[src/rtl/dmem_arb_pkg.sv]
// dmem_arb_pkg: shared FSM state, op encoding and default widths for dmem_arbiter
package dmem_arb_pkg;
  localparam int DEF_AW = 16;
  localparam int DEF_DW = 16;
  typedef enum logic [1:0] {IDLE, ISSUE, ACK} state_e;
  typedef enum logic {OP_RD, OP_WR} op_e;
endpackage

[src/rtl/dmem_arbiter_rr_arbiter.sv]
// rr_arbiter: combinational round-robin picker, search starts at i_ptr and wraps
module rr_arbiter #(
  parameter int N  = 4,
  parameter int PW = $clog2(N)
) (
  input  logic [N-1:0]  i_req,
  input  logic [N-1:0]  i_mask,
  input  logic [PW-1:0] i_ptr,
  output logic [N-1:0]  o_grant,
  output logic          o_valid,
  output logic [PW-1:0] o_idx
);
  logic [N-1:0] w_elig;
  assign w_elig  = i_req & ~i_mask;
  assign o_valid = |w_elig;
  // Lowest eligible index overall, overridden by lowest eligible at or above the pointer.
  always_comb begin
    o_idx = '0;
    for (int c = N - 1; c >= 0; c--) if (w_elig[c]) o_idx = PW'(c);
    for (int c = N - 1; c >= 0; c--) if (w_elig[c] && c >= int'(i_ptr)) o_idx = PW'(c);
    o_grant = o_valid ? N'(1) << o_idx : '0;
  end
endmodule

[src/rtl/dmem_arbiter.sv]
// dmem_arbiter: round-robin sharing of one data memory among NCORES cores.
// Define DMEM_ARB_LOCK_EN to let a core keep ownership across accesses via req_lock.
module dmem_arbiter
  import dmem_arb_pkg::*;
#(
  parameter int NCORES = 4,
  parameter int AW     = DEF_AW,
  parameter int DW     = DEF_DW
) (
  input  logic                 clk,
  input  logic                 rst,
  input  logic [NCORES-1:0]    req_rd,
  input  logic [NCORES-1:0]    req_wr,
  input  logic [NCORES*AW-1:0] req_addr,
  input  logic [NCORES*DW-1:0] req_wdata,
  input  logic [NCORES-1:0]    req_lock,
  output logic [NCORES-1:0]    ack,
  output logic [DW-1:0]        rdata,
  output logic [AW-1:0]        mem_addr,
  output logic [DW-1:0]        mem_dout,
  output logic                 mem_read,
  output logic                 mem_wr,
  input  logic [DW-1:0]        mem_din
);
  localparam int PW = $clog2(NCORES);
  state_e r_state, w_next;
  op_e r_op;
  logic [PW-1:0] r_ptr, r_win, w_idx;
  logic [AW-1:0] r_addr;
  logic [DW-1:0] r_wdata, r_rdata;
  logic [NCORES-1:0] w_mask, w_grant, w_win_oh;
  logic w_valid, w_take;
  assign w_win_oh = NCORES'(1) << r_win;
  assign w_take   = (r_state == IDLE || r_state == ACK) && w_valid;
`ifdef DMEM_ARB_LOCK_EN
  logic r_locked;
  // While locked the owner is always the last winner, so r_win doubles as the owner id.
  assign w_mask = (r_state == ACK) ? (req_lock[r_win] ? '1 : w_win_oh)
                                   : (r_locked ? ~w_win_oh : '0);
  always_ff @(posedge clk or posedge rst)
    if (rst) r_locked <= 1'b0;
    else if (r_state == ACK) r_locked <= req_lock[r_win];
`else
  logic w_unused_lock;
  assign w_unused_lock = ^req_lock;
  assign w_mask = (r_state == ACK) ? w_win_oh : '0;
`endif
  rr_arbiter #(.N(NCORES)) u_rr (
    .i_req(req_rd | req_wr), .i_mask(w_mask), .i_ptr(r_ptr),
    .o_grant(w_grant), .o_valid(w_valid), .o_idx(w_idx)
  );
  always_comb begin
    w_next   = w_take ? ISSUE : IDLE;
    mem_read = 1'b0;
    mem_wr   = 1'b0;
    ack      = '0;
    if (r_state == ISSUE) begin
      w_next   = ACK;
      mem_read = (r_op == OP_RD);
      mem_wr   = (r_op == OP_WR);
    end
    if (r_state == ACK) ack = w_win_oh;
  end
  always_ff @(posedge clk or posedge rst)
    if (rst) begin
      r_state <= IDLE;
      r_ptr   <= '0;
      r_win   <= '0;
      r_op    <= OP_RD;
      r_addr  <= '0;
      r_wdata <= '0;
      r_rdata <= '0;
    end else begin
      r_state <= w_next;
      if (w_take) begin
        r_win   <= w_idx;
        r_ptr   <= (w_idx == PW'(NCORES - 1)) ? '0 : w_idx + 1'b1;
        r_op    <= |(req_wr & w_grant) ? OP_WR : OP_RD;
        r_addr  <= req_addr[w_idx*AW +: AW];
        r_wdata <= req_wdata[w_idx*DW +: DW];
      end
      if (r_state == ACK && r_op == OP_RD) r_rdata <= mem_din;
    end
  assign mem_addr = r_addr;
  assign mem_dout = r_wdata;
  assign rdata    = r_rdata;
endmodule

[config.mk]
export PLATFORM = sky130hd
export DESIGN_NAME = dmem_arbiter
export DESIGN_NICKNAME = d
export VERILOG_FILES = /design/src/rtl/dmem_arb_pkg.sv /design/src/rtl/dmem_arbiter_rr_arbiter.sv /design/src/rtl/dmem_arbiter.sv
export SDC_FILE = /design/constraint.sdc
export NUM_CORES = 1
export LEC_CHECK = 0
export ABC_CLOCK_PERIOD_IN_PS = 3300
export BUFFER_PORTS_ARGS = -buffer_cell sky130_fd_sc_hd__buf_2
export CELL_PAD_IN_SITES_DETAIL_PLACEMENT = 2
export CELL_PAD_IN_SITES_GLOBAL_PLACEMENT = 2
export CORE_UTILIZATION = 23
export CTS_CLUSTER_SIZE = 8
export DETAILED_ROUTE_END_ITERATION = 16
export PLACE_DENSITY = 0.77
export REMOVE_ABC_BUFFERS = 1
export SLEW_MARGIN = 5
export SYNTH_ARGS = -nofsm -noshare
export SYNTH_HDL_FRONTEND = slang
export SYNTH_SLANG_ARGS = --single-unit
[constraint.sdc]
create_clock -name clk -period 3.3 [get_ports clk]
set_input_delay 0.825 -clock clk [delete_from_list [all_inputs] [get_ports clk]]
set_output_delay 0.825 -clock clk [all_outputs]
set_load 0.01 [all_outputs]
# Word level (Yosys, flattened, before mapping)
# Index checks and enable logic that the tools add are counted.
# totals
reg_bits,55
in_bits,158
wordCells,47
output_inout_bits,54
# classes
n_reduce_logical,9
bitwise_logic,5
n_eq_ne,3
n_lt_le_gt_ge,3
shifts,4
n_mux,15
n_addsub,1
# op_table
cell,count
$shiftx 64x7->16,2
$mux 2,9
$and 4x4->4,2
$mux 4,2
$reduce_or 4->1,2
$shl 1x2->4 const A,2
$logic_and 1x1->1,5
$eq 2x2->1 const B,2
$ge 1x2->1 const A,2
$mux 1,4
$not 4->4,1
$or 4x4->4,1
$add 2x1->2 const B,1
$eq 2x1->1 const B,1
$ge 2x2->1 const A,1
$logic_not 2->1,1
$logic_or 1x1->1,1
$not 1->1,1

# Longest topological paths before layout
# depth
word_depth,16
depth_mapped,11

# Hierarchy
# From an unflattened synthesis, not the netlist that was laid out.
# unflattened
cells_unflattened,288
area_unflattened_um2,3218.1
# by_module_without_submodules
mod,area_per_inst_um2,seq_area_each_um2,instances,cells_each
dmem_arbiter,2976.6,1376.3,1,250
rr_arbiter,241.5,0.0,1,38

# Worst setup path before layout
# No wires, ideal clock.
# synth_path
path_type,input to register
startpoint,input port req_rd[1]
endpoint,register r_op
n_path_buf,3
arrival_ns,2.456
slack_ns,0.718
stages,10
required_ns,3.174
path_cell_list,nor2_1 or2_1 a221o_1 buf_4 buf_12 buf_12 ha_1 a22o_1 a221oi_1 o21ai_1
# synth_via
elab_chain_len,13
word_cells_on_any_way,16
# synth_rtl
element,line_no,text
"start, declared",dmem_arbiter.sv:12,"input logic [NCORES-1:0] req_rd,"
$or 4x4->4 (*),dmem_arbiter.sv:49,".i_req(req_rd | req_wr), .i_mask(w_mask), .i_ptr(r_ptr),"
$and 4x4->4 (*),dmem_arbiter_rr_arbiter.sv:14,assign w_elig = i_req & ~i_mask;
$mux 2 (2 in series),dmem_arbiter_rr_arbiter.sv:19,for (int c = N - 1; c >= 0; c--) if (w_elig[c]) o_idx = PW'(c);
$mux 2 (4 in series),dmem_arbiter_rr_arbiter.sv:20,for (int c = N - 1; c >= 0; c--) if (w_elig[c] && c >= int'(i_ptr)) o_idx = PW'(c);
$shl 1x2->4,dmem_arbiter_rr_arbiter.sv:21,o_grant = o_valid ? N'(1) << o_idx : '0;
$mux 4,dmem_arbiter_rr_arbiter.sv:21,
$and 4x4->4,dmem_arbiter.sv:78,r_op <= |(req_wr & w_grant) ? OP_WR : OP_RD;
$reduce_or 4->1,dmem_arbiter.sv:78,
$mux 1,dmem_arbiter.sv:78,
"end signal, assigned",dmem_arbiter.sv:78,
"end, declared",dmem_arbiter.sv:27,op_e r_op;
# Every way passes the cells marked *; elsewhere a longest branch is shown, timed or not.
# A chain may end at the register's enable or synchronous reset.

# Worst setup path after layout
# layout_path
startpoint,register r_state[0]
endpoint,"register r_addr[12], in the netlist mem_addr[12]"
# layout_via
elab_chain_len,12
word_cells_on_any_way,19
# layout_rtl
element,line_no,text
"start, declared",dmem_arbiter.sv:26,"state_e r_state, w_next;"
"start signal, assigned",dmem_arbiter.sv:74,r_state <= w_next;
$eq 2x2->1,"dmem_arbiter.sv:34, dmem_arbiter.sv:46",
$mux 4,dmem_arbiter.sv:46,assign w_mask = (r_state == ACK) ? w_win_oh : '0;
$not 4->4,dmem_arbiter_rr_arbiter.sv:14,
$and 4x4->4,dmem_arbiter_rr_arbiter.sv:14,
$mux 2 (3 in series),dmem_arbiter_rr_arbiter.sv:19,
$mux 2 (4 in series),dmem_arbiter_rr_arbiter.sv:20,
$shiftx 64x7->16,dmem_arbiter.sv:79,r_addr <= req_addr[w_idx*AW +: AW];
"end signal, assigned",dmem_arbiter.sv:79,
"end, declared",dmem_arbiter.sv:29,logic [AW-1:0] r_addr;
# Several ways; a longest one is shown, not always the timed one.

==> out/results.tsv <==
stage	metric	value	unit
outcome	status	complete, no violations	
synth	synth_top_cell_area_share	44.1	%
timing	tightest_slew	725	ps
critical_path	reg2reg_from	r_state[0]	
synth	synth-async-reset-ratio	100	%
layout	drive_above_1_share	52.2	%
global_routing	grt_pass1_wl	17500	um
floorplan	die_w	118	um
floorplan	dieHeight	118	um
synth	synth_cell_type_count	36	
clock_network	htree_levels	2	
critical_path	path_class	register to register	
global_routing	grt_overflow_total	0	
global_routing	grt_max_degree	56	
floorplan	io_pins	212	
clock_network	cts-root-buf	clkbuf_16	
layout	nNetsFinal	638	
timing	holdWs	486	ps
clock_network	cts_buffers	5	
critical_path	rrSetupSlack	860	ps
clock_network	cts_tree	built	
detailed_routing	firstDrtPassIters	4	
placed_design	placed_area	4310	um2
hold_path	hold_path.class	register to register	
power_and_ir_drop	pwr-share-clk	13.2	%
layout	syn_to_final_growth	43.7	%
floorplan	dieArea	14000	um2
synth	ys_seq_elements	55	
hold_path	min_to	mem_addr[7]	
timing	rsz0062_at_grt	no	
critical_path	cp.required	3460	ps
synth	syn-instance-count	272	
global_routing	grt_antenna_before_repair	0	
detailed_routing	vias_per_cell	4.61	
synth	syn_area_per_cell	11.5	um2
placed_design	globalplace.congestion	0.757	
power_and_ir_drop	pwr-share-comb	59.7	%
power_and_ir_drop	power_density	1020	nW/um2
synth	synth-edff-count	0	
critical_path	cp-end-kind	register	
floorplan	rows	42	
timing	hold_viol_final	0	
timing	final-setup-viol-count	0	
critical_path	setup.worst_path.start_class	register	
power_and_ir_drop	vdd_drop_max	0.562	mV
synth	syn_area	3120	um2
synth	synthTopCellsByArea	dfrtp_1, mux2i_1, o221ai_1, mux2_2, nand2_1	
clock_network	cts.sinks	55	
critical_path	reg2reg_depth	7	
synth	ys.warnings.count	0	
detailed_routing	drc	0	
timing	clock_skew	6.39	ps
placed_design	pre_cts_slack	597	ps
hold_path	worstHoldStart	mem_addr[7]	
timing	fin_crit_sh	73.9	%
timing	period_needed	2440	ps
floorplan	core_area	13200	um2
placed_design	dp_hpwl	8640	um
detailed_routing	routedWlPerCell	16.4	um
layout	design_area	4480	um2
timing	fmax	410	MHz
global_routing	grtUsageTotal	15.8	%
detailed_routing	final_antenna_net_count	0	
clock_network	hold_buffers	0	
global_routing	grt_pass1_vias	3381	
floorplan	initial_core_util	23.5	%
timing	relSlewSlack	51.7	%
timing	worst_slack	860	ps
synth	synth_ff_type	dfrtp_1	
synth	yosysTopAreaCell	dfrtp_1	
power_and_ir_drop	p_int	2.66	mW
clock_network	clock_latency	290	ps
detailed_routing	vias	3012	
power_and_ir_drop	p_leak	2.35	nW
layout	diodes	0	
clock_network	cts_buffer_depth	2	
power_and_ir_drop	p_switching	1.93	mW
hold_path	min_path_cells	2	
clock_network	clkTransAtPathRegs	70	ps
clock_network	cts_setup_buffers	0	
critical_path	critPathMaxFanout	26	
synth	yosysSeqAreaShare	44.1	%
critical_path	crit_arrival	2600	ps
power_and_ir_drop	swShare	42.1	%
clock_network	ctsResizeCount	0	
flow_run	drv_cap	0	
timing	drv_slew	0	
placed_design	portBuffers	207	
detailed_routing	wl	10700	um
detailed_routing	drt_iter0_markers	64	
critical_path	timing.rr.end	mem_addr[12]	
power_and_ir_drop	seq_power_share	27.2	%
cell usage after synthesis, types with 2 or more instances:
| cell | count |
|---|---|
| clkbuf_1 | 5 |
| ha_1 | 4 |
| buf_2 | 6 |
| or2_1 | 2 |
| mux2_2 | 16 |
| mux2i_1 | 64 |
| o21ai_1 | 3 |
| o21ai_0 | 2 |
| clkbuf_4 | 2 |
| nor2_1 | 4 |
| buf_12 | 4 |
| dfrtp_1 | 55 |
| inv_1 | 4 |
| buf_4 | 2 |
| o221ai_1 | 32 |
| inv_2 | 3 |
| nor2b_1 | 4 |
| nand2_1 | 42 |
cells in the final DEF (no fill, tap or decap), types with 2 or more instances in the layout:
| master | Yosys | layout |
|---|---|---|
| inv_2 | 3 | 4 |
| or2_1 | 2 | 2 |
| o21ai_0 | 2 | 2 |
| mux2_2 | 16 | 16 |
| buf_4 | 2 | 9 |
| dfrtp_1 | 55 | 55 |
| nand2_1 | 42 | 42 |
| o21ai_1 | 3 | 3 |
| buf_2 | 6 | 207 |
| mux2i_1 | 64 | 64 |
| ha_1 | 4 | 4 |
| nor2_1 | 4 | 4 |
| nor2b_1 | 4 | 4 |
| o221ai_1 | 32 | 32 |
| inv_1 | 4 | 3 |
| clkbuf_16 | 0 | 5 |
area by class of cell:
class | count | area (um2)
timing repair buffer | 217 | 1120
inverter | 7 | 26.3
fill | 1522 | 8760
clock inverter | 3 | 43.8
clock buffer | 5 | 125
multi-input combinational | 190 | 1560
sequential | 55 | 1380
tap | 176 | 220
routing by layer:
layer	global-route usage (%)	up-vias	wire length, um
met3	3.76	8	767
met4	3.80	0	117
met1	17.3	1447	4220
li1	-	1415	-
met5	0	-	0
met2	30.1	142	5620
state kept, by name, indices dropped and copies added, names as in the netlist:
| signal | cells |
|---|---|
| mem_addr | 16 |
| mem_dout | 16 |
| r_op | 1 |
| r_win | 2 |
| r_state | 2 |
| rdata | 16 |
| r_ptr | 2 |
cells by family (layout without fill, tap and decap cells):
family	count (synthesis)	count (layout)	synth area share [%]
mux	80	80	26.3
compound gates	46	46	12.3
flops	55	55	44.1
buf+inv	27	232	6.06
fa+ha+maj	4	4	1.61
simple gates	60	60	9.55
critical path, stage by stage (launching register included):
cell and delay (ps):
dfrtp_1 510, nand4bb_1 260, o21ai_1 140, o21ai_0 250, a221o_4 260, buf_4 420
mux2i_1 320, o221ai_1 150
power groups by stage:
stage	Sequential (mW)	Clock (mW)	Combinational, mW
after floorplan	1.38	0	1.68
after global placement	1.24	0	2.69
after detailed placement	1.26	0	2.81
after CTS	1.25	0.628	2.82
after global routing	1.29	0.654	3.02
final	1.25	0.604	2.74
worst max path at each step:
stage | startpoint | end | slack, ps | depth (start not counted)
after global placement | req_wr[0] | mem_addr[12] | 670 | 8
final | r_state[0] | mem_addr[12] | 860 | 7
after CTS | r_state[0] | mem_addr[12] | 810 | 7
after global routing | r_state[0] | mem_addr[12] | 700 | 7
after floorplan | req_rd[0] | r_op | -1080 | 8
after detailed placement | req_wr[0] | mem_addr[12] | 600 | 8
per-stage QoR:
stage	power, mW	cells	util (%)	TNS (ps)
floorplan	3.05	252	-	-31240
global placement	3.93	645	32.5	0
detailed placement	4.08	645	32.5	0
CTS	4.70	653	33.8	0
global route	4.97	653	33.8	0
finish	4.59	653	33.8	0
(Power assumes the default switching activity.)
